`config.mk`:
```
export PLATFORM = sky130hd
export DESIGN_NAME = clock_rate_ctrl
export DESIGN_NICKNAME = d
export VERILOG_FILES = /design/src/rtl/clock_rate_ctrl.sv
export SDC_FILE = /design/constraint.sdc
export NUM_CORES = 1
export LEC_CHECK = 0
export ABC_AREA = 1
export CAP_MARGIN = 20
export CORE_MARGIN = 2
export CORE_UTILIZATION = 40
export CTS_CLUSTER_DIAMETER = 200
export DETAILED_ROUTE_END_ITERATION = 7
export GPL_TIMING_DRIVEN = 0
export PLACE_DENSITY_LB_ADDON = 0.3
export SETUP_SLACK_MARGIN = 0.4
export SLEW_MARGIN = 20
export SYNTH_ARGS = -nofsm -noshare
export SYNTH_HDL_FRONTEND = slang
export SYNTH_SLANG_ARGS = --single-unit
```
`constraint.sdc`:
```
create_clock -name i_clk -period 1.2 [get_ports i_clk]
set_input_delay 0.24 -clock i_clk [delete_from_list [all_inputs] [get_ports i_clk]]
set_output_delay 0.24 -clock i_clk [all_outputs]
set_load 0.02 [all_outputs]
```
`src/rtl/clock_rate_ctrl.sv`:
```
// clock_rate_ctrl
//   Selects the modulus of a downstream mod-k counter so that the divided clock
//   runs at 0.1 Hz, 1 Hz or 10 Hz, or stops. A change of rate waits for the
//   counter's roll-over. This keeps the old period intact, so the divided clock
//   is never cut short. After the roll-over the new modulus is loaded and the
//   counter is restarted.
//
// Ports
//   i_clk            system clock, all state updates on the rising edge
//   i_reset          synchronous active-high reset
//   i_req            rate-change request, only accepted in IDLE
//   i_sel[1:0]       requested rate: 0=0.1 Hz, 1=1 Hz, 2=10 Hz, 3=stop
//   i_roll_over      period-boundary pulse from the driven counter
//   o_k[N-1:0]       modulus presented to the driven counter
//   o_counter_reset  one-cycle restart pulse to the counter and toggle stage
//   o_clk_en         1 = divided clock running, 0 = stopped
//   o_sel_cur[1:0]   currently applied rate code
//   o_busy           high in every state except IDLE
//   o_ack            one-cycle completion pulse per accepted request
//   o_drop           one-cycle pulse for a request that arrived while busy
//
// state | meaning
// ------+----------------------------------------------------------------
// IDLE  | waiting for a request
// PEND  | new code latched, waiting for the counter's period boundary
// LOAD  | new modulus applied, counter restart pulse asserted (one cycle)
// ACK   | completion pulse (one cycle)

module clock_rate_ctrl #(
    parameter int unsigned N     = 28,
    parameter int unsigned K_0_1 = 250000000,
    parameter int unsigned K_1   = 25000000,
    parameter int unsigned K_10  = 2500000
) (
    input  logic         i_clk,
    input  logic         i_reset,
    input  logic         i_req,
    input  logic [1:0]   i_sel,
    input  logic         i_roll_over,
    output logic [N-1:0] o_k,
    output logic         o_counter_reset,
    output logic         o_clk_en,
    output logic [1:0]   o_sel_cur,
    output logic         o_busy,
    output logic         o_ack,
    output logic         o_drop
);

    typedef enum logic [1:0] {
        ST_IDLE = 2'd0,
        ST_PEND = 2'd1,
        ST_LOAD = 2'd2,
        ST_ACK  = 2'd3
    } state_t;

    localparam logic [1:0] SEL_STOP = 2'd3;

    state_t     state;
    logic [1:0] sel_pend;

    // Code 3 (stop) never reaches this function; it keeps the previous modulus.
    function automatic logic [N-1:0] k_for(input logic [1:0] sel);
        case (sel)
            2'd0:    k_for = N'(K_0_1);
            2'd2:    k_for = N'(K_10);
            default: k_for = N'(K_1);
        endcase
    endfunction

    always_ff @(posedge i_clk) begin
        if (i_reset) begin
            state           <= ST_IDLE;
            sel_pend        <= 2'd1;
            o_k             <= N'(K_1);
            o_sel_cur       <= 2'd1;
            o_clk_en        <= 1'b1;
            o_busy          <= 1'b0;
            o_ack           <= 1'b0;
            o_drop          <= 1'b0;
            // Restart the counter so that it agrees with the reset modulus.
            o_counter_reset <= 1'b1;
        end else begin
            o_ack           <= 1'b0;
            o_counter_reset <= 1'b0;
            // o_busy is registered and mirrors state != IDLE, so a request
            // that meets o_busy=1 is exactly a request the FSM ignores.
            o_drop          <= i_req & o_busy;

            case (state)
                ST_IDLE: begin
                    if (i_req) begin
                        sel_pend <= i_sel;
                        o_busy   <= 1'b1;
                        if (i_sel == o_sel_cur) begin
                            state <= ST_ACK;
                            o_ack <= 1'b1;
                        end else begin
                            state <= ST_PEND;
                        end
                    end
                end

                ST_PEND: begin
                    // A stopped counter never rolls over, so do not wait for it.
                    if (i_roll_over || (o_sel_cur == SEL_STOP)) begin
                        state           <= ST_LOAD;
                        o_counter_reset <= 1'b1;
                        o_sel_cur       <= sel_pend;
                        if (sel_pend == SEL_STOP) begin
                            o_clk_en <= 1'b0;
                        end else begin
                            o_clk_en <= 1'b1;
                            o_k      <= k_for(sel_pend);
                        end
                    end
                end

                ST_LOAD: begin
                    state <= ST_ACK;
                    o_ack <= 1'b1;
                end

                ST_ACK: begin
                    state  <= ST_IDLE;
                    o_busy <= 1'b0;
                end

                default: begin
                    state  <= ST_IDLE;
                    o_busy <= 1'b0;
                end
            endcase
        end
    end

endmodule

```
==> impl_metrics.toml <==
[power]
cellLeakagePower_nw = 0.796
switching_share_pct = 41.8
ir_drop_mv = 1.52
seqPwrFrac_pct = 27.0
p_int_mw = 1.88
power.switching_mw = 1.35
total_power_mw = 3.23
p_clk_share_pct = 11.2
p_per_area_nw_per_um2 = 1940
p_comb_share_pct = 61.8

[logic_synthesis]
yosysMostFrequentCell = "nand2_1"
yosysTopAreaCellShare_pct = 36.2
syn_avg_cell_area_sq_um = 7.50
synthesis.area_sq_um = 885
ys_warn_count = 0
synth.area.top_cells = "dfxtp_1 (36%), buf_4 (20%), nand2_1 (12%)"
synth-seq-area-share_pct = 36.2
synthCells = 118
synth_cell_types = 16
synth_edf_count = 0
yosys-top-cells-count = "nand2_1 (28), buf_4 (23), dfxtp_1 (16), inv_1 (14), a21oi_1 (8)"
ys.flop_type = "dfxtp_1"
async_reset_ff_share_pct = 0
synth-seq-cells = 16
yosysTopAreaCell = "dfxtp_1"

[floorplan]
die_area_sq_um = 2600
die_height_um = 51.0
num_io_pins = 41
fp.dieW_um = 51.0
coreArea_sq_um = 2150
rows = 17
start_util_pct = 41.2

[clock_network]
cts_tree = "built"
cts_made_buffers = 3
cts_htree_levels = 1
clock_sinks = 16
cts_hold_buf = 0
cts_buffer_depth = 2
clock_latency_ns = 0.29
ctsRootBufferMaster = "clkbuf_4"
path_clk_slew_ns = 0.10

[drt]
vias = 876
drc_errors = 0
drt_iter0_drc = 4
firstDrtPassIters = 3
drt-total-wl_um = 2310
final_antenna_net_count = 0
via_per_inst = 4.42
wl_per_cell_um = 11.7

[placed_design]
dp_cells = 184
place_hpwl_um = 1400
pre_cts_ws_ns = -0.208
io_buffer_count = 32
place_congestion = 0.773
place_area_sq_um = 1300

[sta]
rsz0062_at_grt = "true"
period_share_pct = 97.4
setup_violations = 0
hold_slack_ns = 0.483
clock.fmax_mhz = 856
finalCriticalPeriod_ns = 1.17
setup_slack_ns = 0.0311
fin_worst_skew_ns = 0.00909
final_max_slew_viol_count = 0
hold_viol = 0
setup_tns_ns = 0

[global_route]
grt_pass1_wl_um = 3380
track_usage_pct = 17.4
grt.busiest_layer = "met2"
grt.met1_usage_pct = 18.3
antenna_found_initial = 0
grt-ovfl-total = 0
grt_start_max_net_pins = 10
grtUsageMet2_pct = 33.3
grt_pass1_vias = 798
grt_use_met3_pct = 2.63

[cells_and_area]
layout-drive-gt1-share_pct = 69.4
area_growth_pct = 88.4
register_area_sq_um = 355
multi_input_area_sq_um = 528
fin_nets = 182
instances_no_fill = 198
fill_cells = 149
n_antenna_cell = 0
final_core_util_pct = 77.6
final_area_sq_um = 1670

[setup_path]
path_max_fanout = 5
slowest_delay_ns = 0.35
crit_type = "reg -> reg"
required_ns = 1.39
crit_slowest_cell = "dfxtp_2"
crit_path_frequent_cell = "nand2_2"
cp.arrival_ns = 1.36
worstSetupEndpointType = "register"
path_cells = "inv_4 > ha_4 > a21boi_4 > nand2_2 > nand2_2 > a21oi_2"
start_kind = "register"

[status]
outcome = "completed"

[hold_path]
hp-class = "in -> reg"

[job]
max_cap_viol_count = 0
## kinds of logic after synthesis
| logic type | after synthesis | synth area share, % |
|---|---|---|
| buffers and inverters | 38 | 25.9 |
| flip-flops | 16 | 36.2 |
| adder cells (fa/ha/maj) | 5 | 7.07 |
| AND/OR/NAND/NOR | 42 | 20.2 |
| other | 2 | 0.849 |
| AO/OA/AOI/OAI | 15 | 9.76 |
## layout by cell type (no fill, tap or decap), drive strengths merged
| cell | n |
|---|---|
| o21ai | 4 |
| conb | 8 |
| nand2 | 30 |
| a21boi | 1 |
| ha | 5 |
| inv | 15 |
| a21oi | 8 |
| o211ai | 2 |
| dlygate4sd2 | 2 |
| buf | 60 |
| nor2 | 4 |
| nand4 | 1 |
| dfxtp | 16 |
| clkdlybuf4s50 | 3 |
| clkbuf | 4 |
| nand3 | 7 |
## worst paths after layout
| kind | startpoint | to | slack, ns | cells after the start |
|---|---|---|---|---|
| hold / removal | i_reset | o_ack | 0.48 | 2 |
| setup reg to reg | state[1] | o_sel_cur[1] | 0.03 | 6 |
| setup / recovery | state[1] | o_sel_cur[1] | 0.03 | 6 |
| hold reg to reg | o_k[10] | o_k[10] | 0.50 | 2 |
## power groups by stage
stage	combinational (mW)	clock [mW]	sequential, mW
after floorplan	0.767	0	0.910
after global placement	1.25	0	0.820
after detailed placement	1.28	0	0.832
after CTS	1.73	0.373	0.856
after global routing	2.14	0.401	0.893
final	1.99	0.360	0.871
## worst max-delay path, delay by kind of cell (launching register included)
kind / cells / cell delay, ns
compound gates: 2 / 0.27
fa+ha+maj: 1 / 0.18
buf+inv: 1 / 0.09
flops: 1 / 0.35
simple gates: 2 / 0.18
## state kept, by name, indices dropped and copies added, names as in the netlist
| register | flops |
|---|---|
| o_k | 5 |
| o_sel_cur | 2 |
| sel_pend | 2 |
| state | 2 |
| o_ack | 1 |
| o_busy | 1 |
| o_clk_en | 1 |
| o_counter_reset | 1 |
| o_drop | 1 |
## area by class of cell
cell class                 instances  share of cell area, %
multi-input combinational         70                   31.7
tap                               28                   2.10
clock buffer                       4                   2.18
timing repair buffer              42                   26.1
sequential                        16                   21.3
inverter                          15                   3.98
buffer                            23                   12.6
## repair_timing
| action | CTS | global route |
|---|---|---|
| pin swaps | 14 | 8 |
| endpoints found under the setup margin | 42 | 42 |
| buffers inserted | 7 | 3 |
| gates resized for setup | 205 | 26 |
| cloned | 0 | 0 |
## metal layers
layer / share of wire, % / up-vias
met5: 0 / -
met3: 3.0 / 4
met1: 39 / 408
li1: - / 443
met2: 57 / 21
met4: 1.5 / 0
Note: power is estimated with default switching activity, not from simulation.
